===== config.mk =====
export PLATFORM = sky130hd
export DESIGN_NAME = led_fade_pwm
export DESIGN_NICKNAME = d
export VERILOG_FILES = /design/src/rtl/led_fade_pwm.sv
export SDC_FILE = /design/constraint.sdc
export NUM_CORES = 1
export LEC_CHECK = 0
export BUFFER_PORTS_ARGS = -buffer_cell sky130_fd_sc_hd__buf_2
export CAP_MARGIN = 40
export CORE_ASPECT_RATIO = 1.5
export CORE_UTILIZATION = 65
export DETAILED_ROUTE_END_ITERATION = 12
export PLACE_DENSITY = 0.94
export SKIP_CTS_REPAIR_TIMING = 1
export SLEW_MARGIN = 5
export SYNTH_ARGS = -nofsm -noshare
export SYNTH_HDL_FRONTEND = slang
export SYNTH_SLANG_ARGS = --single-unit

===== constraint.sdc =====
create_clock -name sys_clk -period 9.1 [get_ports sys_clk]
set_input_delay 1.365 -clock sys_clk [delete_from_list [all_inputs] [get_ports sys_clk]]
set_output_delay 1.365 -clock sys_clk [all_outputs]
set_load 0.02 [all_outputs]

===== src/rtl/led_fade_pwm.sv =====
// Three-channel LED driver: shared PWM counter and step prescaler, with per-channel
// brightness that ramps linearly up while requested and back down once released.
module led_fade_pwm #(
  parameter int PWM_BITS = 8,
  parameter int STEP_DIV = 4096
) (
  input  logic                    sys_clk,
  input  logic                    sys_rst_n,
  input  logic [2:0]              led_req,
  output logic [2:0]              led_out,
  output logic                    busy,
  output logic [3*PWM_BITS-1:0]   level
);

  localparam int STEP_W = (STEP_DIV > 1) ? $clog2(STEP_DIV) : 1;

  localparam logic [PWM_BITS-1:0] LVL_MAX  = '1;
  localparam logic [PWM_BITS-1:0] LVL_ZERO = '0;
  localparam logic [PWM_BITS-1:0] LVL_ONE  = PWM_BITS'(1);
  localparam logic [STEP_W-1:0]   STEP_LAST = STEP_W'(STEP_DIV - 1);
  localparam logic [STEP_W-1:0]   STEP_ONE  = STEP_W'(1);

  typedef enum logic [1:0] {
    ST_OFF  = 2'd0,
    ST_RISE = 2'd1,
    ST_ON   = 2'd2,
    ST_FALL = 2'd3
  } state_t;

  logic [2:0]          req_q;
  logic [PWM_BITS-1:0] pwm_cnt;
  logic [STEP_W-1:0]   step_cnt;
  logic                step_tick;

  logic [PWM_BITS-1:0] lvl_q    [3];
  logic [PWM_BITS-1:0] lvl_next [3];
  state_t              state_q    [3];
  state_t              state_next [3];
  logic [2:0]          out_next;

  // With STEP_DIV=1 the counter is pinned at 0 and every cycle is a tick.
  assign step_tick = (step_cnt == STEP_LAST);

  always_ff @(posedge sys_clk or negedge sys_rst_n) begin
    if (!sys_rst_n) begin
      req_q    <= '0;
      pwm_cnt  <= '0;
      step_cnt <= '0;
    end else begin
      req_q    <= led_req;
      pwm_cnt  <= pwm_cnt + LVL_ONE;
      step_cnt <= step_tick ? '0 : step_cnt + STEP_ONE;
    end
  end

  // Next level/state per channel; the tick direction always follows the current req_q.
  always_comb begin
    out_next = '0;
    for (int i = 0; i < 3; i++) begin
      lvl_next[i] = lvl_q[i];
      if (step_tick) begin
        if (req_q[i] && (lvl_q[i] != LVL_MAX)) begin
          lvl_next[i] = lvl_q[i] + LVL_ONE;
        end else if (!req_q[i] && (lvl_q[i] != LVL_ZERO)) begin
          lvl_next[i] = lvl_q[i] - LVL_ONE;
        end
      end

      if (req_q[i]) begin
        state_next[i] = (lvl_next[i] == LVL_MAX) ? ST_ON : ST_RISE;
      end else begin
        state_next[i] = (lvl_next[i] == LVL_ZERO) ? ST_OFF : ST_FALL;
      end

      out_next[i] = (state_next[i] == ST_ON) || (pwm_cnt < lvl_next[i]);
    end
  end

  always_ff @(posedge sys_clk or negedge sys_rst_n) begin
    if (!sys_rst_n) begin
      for (int i = 0; i < 3; i++) begin
        lvl_q[i]   <= '0;
        state_q[i] <= ST_OFF;
      end
      led_out <= '0;
    end else begin
      for (int i = 0; i < 3; i++) begin
        lvl_q[i]   <= lvl_next[i];
        state_q[i] <= state_next[i];
      end
      led_out <= out_next;
    end
  end

  // busy decodes straight from the state flops, so it is a registered view of state_next.
  always_comb begin
    busy  = 1'b0;
    level = '0;
    for (int i = 0; i < 3; i++) begin
      if ((state_q[i] == ST_RISE) || (state_q[i] == ST_FALL)) begin
        busy = 1'b1;
      end
      level[i*PWM_BITS +: PWM_BITS] = lvl_q[i];
    end
  end

endmodule


# Yosys cells after proc, flatten, opt, wreduce, memory -nomap -nowiden
# Index checks and enable logic that the tools add are counted.
# classes
n_eq_ne	16
reduce_logical	21
n_mux	22
n_addsub	8
magnitude_cmp	3
# op_table
operator	count
$mux 8	9
$add 8x1->8 const B	4
$eq 8x8->1 const B	3
$logic_not 8->1	3
$lt 8x8->1	3
$ne 8x8->1 const B	3
$reduce_bool 8->1	3
$sub 8x1->8 const B	3
$mux 2	9
$add 12x1->12 const B	1
$eq 12x12->1 const B	1
$eq 2x2->1 const B	6
$mux 12	1
$eq 2x1->1 const B	3
$logic_and 1x1->1	6
$logic_or 1x1->1	6
$logic_not 1->1	3
$mux 1	3
# totals
register_bits	56
out_inout_bits	28

# Depth between registers and ports, before layout
# Gate-level depths: netlist of the first run.
# depth
depth_word	10
ltp_mapped	15
depth_no_buf	14

# Least setup slack after synthesis of the first run
# OpenSTA, ideal clock, no wires.
# synth_timing
path_kind	register to register
start	register lvl_q (netlist bit level[8])
end	register led_out[1]
stages_incl_launch_ff	16
synth_period_minus_slack_ns	3.343
setup_slack_ns	5.757
t_arrival_ns	3.261
n_path_buf	1
cell_sequence	dfrtp_1 clkbuf_1 inv_1 ha_1 or3b_2 o21ai_1 a221oi_4 xor2_2 inv_1 ha_1 a211oi_1 nand2b_1 or2_2 o311a_1 o21a_1 a31oi_1
# synth_rtl
item	line_no	text
from (decl)	35	logic [PWM_BITS-1:0] lvl_q [3];
from (signal, indexed assignment)	88	lvl_q[i] <= lvl_next[i];
to (signal assigned)	91	led_out <= out_next;
to (decl)	10	output logic [2:0] led_out,

==> results of run 1 <==
## final cells by class
class / instances / area share
multi-input combinational: 323 / 0.563
clock inverter: 3 / 0.00508
inverter: 38 / 0.0341
tap: 72 / 0.0215
timing repair buffer: 34 / 0.0428
sequential: 53 / 0.317
clock buffer: 5 / 0.0164
## per-layer routing
layer,vias to the layer above,share of wire,global-route usage,wire (um)
met5,-,0,0,0
met4,0,0.042,0.167,401
met3,35,0.043,0.0317,408
met2,147,0.52,0.555,4960
met1,1745,0.39,0.379,3750
li1,1655,-,-,-
## logic make-up (layout without fill, tap and decap cells)
kind of cell,count (synthesis),after routing,share of synthesized area
xor gates and xnor gates,32,32,0.0769
adders and majority gates,28,28,0.0890
and+or+nand+nor,148,148,0.215
buffers and inverters,62,80,0.0645
DFF,53,53,0.337
muxes,6,6,0.0153
AOI/OAI and AO/OA,109,109,0.202
## sequential cells by signal (all words and copies together), names as in the netlist
| register | count |
|---|---|
| step_cnt | 12 |
| state_q | 3 |
| pwm_cnt | 8 |
| level | 24 |
| req_q | 3 |
| led_out | 3 |
## power breakdown
group	switching, uW	internal, uW
clock	85.4	54.9
sequential	2.65	237
combinational	11.7	5.53
total	99.8	297
## through the flow
stage,total power (uW),util
after CTS,400,0.718
after detailed placement,261,0.702
after global placement,261,0.701
final,397,0.718
after global routing,410,0.718
after floorplan,253,-
## cells in the final DEF (no fill, tap or decap), drive strengths merged, types with 3 or more instances in the layout
cell / count
nor3: 9
nor4: 12
o211ai: 5
nor2b: 3
xnor2: 18
a211oi: 4
and2: 5
or4: 6
nand3: 20
and4: 6
ha: 28
o21ai: 20
inv: 39
nand2: 21
clkbuf: 5
mux2i: 6
nor3b: 3
o21a: 3
or3: 6
a21boi: 3
a31oi: 8
xor2: 14
nand2b: 4
a221oi: 4
a21o: 5
a21oi: 25
dfrtp: 53
nand4: 14
buf: 34
nor2: 22
and3: 11
## worst reg2reg max path, stage by stage, from the launching register on
cell	delay, ns
dfrtp_1	0.44
ha_1	0.27
nand2_1	0.16
or4_1	0.90
o221a_2	0.44
o21ai_1	0.26
inv_1	0.08
ha_1	0.21
a2111oi_0	0.43
a311o_1	0.18
a31oi_1	0.11
o21a_1	0.19
a31oi_1	0.19
## worst min-delay path by stage
| stage | endpoint | cells past startpoint | from | slack (ns) |
|---|---|---|---|---|
| 3_5_place_dp | step_cnt[10] | 1 | step_cnt[10] | 0.48 |
| 3_3_place_gp | step_cnt[10] | 1 | step_cnt[10] | 0.46 |
| 4_1_cts | step_cnt[10] | 1 | step_cnt[10] | 0.50 |
| 5_1_grt | step_cnt[10] | 1 | step_cnt[10] | 0.50 |
| 6_report | step_cnt[10] | 1 | step_cnt[10] | 0.49 |
| 2_1_floorplan | step_cnt[10] | 1 | step_cnt[10] | 0.44 |
==> results.yml, run 1 <==
synth:
  synth-async-reset-ratio: 1.00
  synthFlopType: "dfrtp_1"
  synth.area.top_cells: "dfrtp_1 34%, ha_1 8.9%, xnor2_1 4.0%"
  yosysMostFrequentCell: "dfrtp_1"
  ys_ff_latch: 53
  synth.cell_area_um2: 3940
  synth_nets: 471
  synth_top_area_cell: "dfrtp_1"
  avgSynthCellArea_um2: 8.99
  synth_seq_area_share: 0.337
  synth_top_area_frac: 0.337
  synth_warnings: 0
  yosysUniqueCellTypes: 70
  syn_inst: 438
  yosys-top-cells-count: "53 x dfrtp_1, 36 x inv_1, 28 x ha_1"
  synth-edff-count: 0
timing:
  final.setup.worst_slack_ns: 5.17
  max_freq_ghz: 0.254
  drv_slew: 0
  rsz0062_at_grt: "false"
  slew-limit-headroom: 0.436
  clock_skew_ns: 0.00730
  setup_viol: 0
  worstMarginPinSlew_ns: 0.846
  final-hold-violation-count: 0
  final.period_utilization: 0.432
  timing.setup.tns_ns: 0
  timing.final.crit_period_ns: 3.93
  hold_slack_ns: 0.492
worst_setup_path:
  critPathCaptureType: "flop"
  cpPeakStageDelay_ns: 0.90
  r2r-end: "led_out[2]"
  path_class: "flop to flop"
  path_cells: "ha_1 > nand2_1 > or4_1 > o221a_2 > o21ai_1 > inv_1 > ha_1 > a2111oi_0 > a311o_1 > a31oi_1 > o21a_1 > a31oi_1"
  worst_r2r_path_depth: 12
  crit_path_top_delay_cell: "or4_1"
  crit_buf_inv: 1
  rrSetupSlack_ns: 5.17
  crit_arrival_ns: 4.16
  crit_cells: 12
  required_ns: 9.33
  worstSetupStartpointType: "flop"
  crit_fanout: 19
  endpoint: "led_out[2]"
  crit_path_start: "step_cnt[0]"
  critical_path.top_delay_family: "compound AO/OA/AOI/OAI gates"
  r2r-start: "step_cnt[0]"
global_routing:
  grt_max_degree: 54
  grt-ovfl-total: 0
  grt_pass1_wl_um: 15800
  antenna_found_initial: 0
  first_global_vias: 3366
  grt_usage: 0.320
clock_tree:
  cts_root_buffer: "clkbuf_8"
  tritoncts: "built"
  h-tree-depth: 2
  clkLatencyLatePin_ns: 0.32
  clkTransAtPathRegs_ns: 0.10
  max-clock-path-buffers: 2
  cts-buffers-inserted: 5
  clkSinkCount: 53
power_and_ir_drop:
  leakage_uw: 0.00191
  power_density_nw_per_um2: 94.8
  vdd_drop_max_v: 0.0000966
place:
  place_area_um2: 4090
  dp_cells: 520
  portBuffers: 32
  hpwl_um: 6790
  dp_slack_ns: 5.32
  routabilityCongestion: 0.936
layout:
  final_area_um2: 4180
  drive_above_1_share: 0.140
  instances_no_fill: 528
  syn2layout_area_growth_pct: 6.29
  seqCellArea_um2: 1330
  nNetsFinal: 488
  multi_input_area_um2: 2360
  diodes: 0
  fillers: 442
run_status:
  outcome: "finished clean"
detailed_routing:
  avgRoutedWirePerCell_um: 18.0
  drcViolationCount: 0
  antenna_left: 0
  vias: 3582
  routed_via_density: 6.78
  first_pass_iters: 5
  wl_um: 9520
  dr.first_iter.drc_count: 195
die:
  coreArea_um2: 5830
  die_y_um: 97.3
  die_w_um: 65.5
  start_util: 0.675
  dieArea_um2: 6380
  io_pins: 33
  rows: 34
hold_path:
  hold_path.class: "flop to flop"
run:
  maxCapViolations: 0
(Power assumes the default switching activity.)
==> run 2: changes to the inputs <==
CORE_UTILIZATION = 55   (was 65)
PLACE_DENSITY = 0.85   (was 0.94)
clock period = 3.3 ns   (was 9.1 ns; I/O delays follow)
==> run 2 against run 1 <==
  * The run now ends with design-rule violations, negative setup slack left
  * Fmax grew 18%
  * Largest cell class unchanged
  * Setup slack lost 5.2 ns
  * Clock skew grew 0.0054 ns
  * Clock-buffer cell count grew 2
  * Sequential power grew to 2.8 times the previous value
==> results.yml, run 2 (synthesis gave the netlist of run 1 again) <==
run_status:
  outcome: "complete, but fails checks"
  violations: "design-rule violations, negative setup slack"
global_routing:
  grt_pass1_wl_um: 16000
  antenna_found_initial: 0
  first_global_vias: 3557
  grt_use_met2: 0.483
  grt_max_degree: 31
  gr-max-usage-layer: "met2"
  grtUsageMet1: 0.298
  grt_usage: 0.271
  grt-ovfl-total: 0
  use_met3: 0.0430
layout:
  nNetsFinal: 524
  final_cell_mix: "51 x dfrtp_1, 36 x buf_4, 35 x inv_1"
  diodes: 0
  syn2layout_area_growth_pct: 16.2
  largest_register_ffs: 24
  finish.utilization: 0.663
  drive_above_1_share: 0.238
  final_common_cell: "dfrtp_1"
  fillers: 527
die:
  die_w_um: 71.1
  dieArea_um2: 7510
  coreArea_um2: 6900
  rows: 37
  start_util: 0.571
  die_y_um: 106
  io_pins: 33
timing:
  worstMarginPinSlew_ns: 0.528
  max_freq_ghz: 0.300
  drv_slew: 0
  slew-limit-headroom: 0.648
  timing.final.crit_period_ns: 3.34
  setup_viol: 1
  rsz0062_at_grt: "true"
  final.period_utilization: 1.01
  clock_skew_ns: 0.0127
  final-hold-violation-count: 0
  hold_slack_ns: 0.147
  final.setup.worst_slack_ns: -0.0352
worst_setup_path:
  required_ns: 3.54
  r2r-start: "step_cnt[1]"
  path_class: "flop to flop"
  worstSetupStartpointType: "flop"
  crit_arrival_ns: 3.57
  critPathCaptureType: "flop"
  crit_path_start: "step_cnt[1]"
  crit_fanout: 8
power_and_ir_drop:
  leakage_uw: 0.00212
  p_comb_frac: 0.049
  p_sw_uw: 252
  intPower_uw: 861
  power_density_nw_per_um2: 243
  switching_share: 0.226
  sequentialPowerShare: 0.591
  clkPwrFrac: 0.360
  vdd_drop_max_v: 0.000142
place:
  hpwl_um: 7360
  portBuffers: 32
  dp_slack_ns: 0.0134
  routabilityCongestion: 0.988
clock_tree:
  clkTransAtPathRegs_ns: 0.10
  max-clock-path-buffers: 2
  cts-buffers-inserted: 5
  clkSinkCount: 53
  tritoncts: "built"
  h-tree-depth: 2
  clkLatencyLatePin_ns: 0.31
  cts_root_buffer: "clkbuf_8"
detailed_routing:
  routed_via_density: 6.50
  avgRoutedWirePerCell_um: 17.7
  drcViolationCount: 2
  first_pass_iters: 9
  vias: 3707
  dr.first_iter.drc_count: 261
  wl_um: 10100
  antenna_left: 0
hold_path:
  hold_path.class: "input pin to asynchronous set/reset pin"
run:
  maxCapViolations: 0
[run 2: cell types whose count changed in the layout (fill, tap and decap cells not counted), sizes merged]
cell	change
buf	+35
clkbuf	+3
clkinvlp	-1
inv	-1
[run 2: metal layers]
metal | wire [um] | up-vias
met3 | 501 | 46
met5 | 0 | -
met2 | 5330 | 157
li1 | - | 1717
met1 | 3800 | 1787
met4 | 448 | 0
[run 2: cell type report]
class | instances | area, um^2 | share of cell area
Multi-Input combinational cell | 323 | 2430 | 0.531
Sequential cell | 53 | 1330 | 0.290
Timing Repair Buffer | 70 | 475 | 0.104
Inverter | 38 | 143 | 0.0312
Tap cell | 78 | 97.6 | 0.0213
Clock buffer | 7 | 96.3 | 0.0211
Clock inverter | 1 | 5.00 | 0.00109
[run 2: final timing paths]
check | end | slack, ns | cells past startpoint
worst max-delay path | led_out[2] | -0.04 | 13
worst min-delay path | step_cnt[5] | 0.15 | 1
worst max register to register | led_out[2] | -0.04 | 13
worst min register to register | step_cnt[10] | 0.48 | 1
max in group asynchronous | level[12] | 2.35 | 2
min in group sys_clk | req_q[2] | 0.28 | 1
[run 2: power by group through the flow]
stage / clock network [uW] / logic (uW) / registers (uW)
3_3_place_gp: 0 / 52.2 / 671
3_5_place_dp: 0 / 53.7 / 671
2_1_floorplan: 0 / 29.7 / 667
5_1_grt: 435 / 61.0 / 659
6_report: 400 / 54.4 / 658
4_1_cts: 411 / 54.0 / 658
[run 2: critical path, stage by stage (launching register included)]
cell and delay [ns]:
dfrtp_1 0.42, ha_2 0.22, nand2_2 0.06, or4_4 0.54, buf_12 0.16, o221a_2 0.29, o21ai_2 0.20, inv_1 0.07
ha_1 0.21, a2111oi_0 0.46, a311o_1 0.19, a31oi_1 0.11, o21a_1 0.18, a31oi_1 0.14
[run 2: stage by stage]
step | instance area, um^2 | std cells | setup TNS [ns] | power [uW]
detailed placement | 4300 | 551 | 0 | 725
global route | 4570 | 570 | -0.197 | 1150
CTS | 4400 | 559 | -0.0343 | 1120
floorplan | 3940 | 438 | 0 | 697
global placement | 4300 | 551 | 0 | 723
finish | 4570 | 570 | -0.0352 | 1110
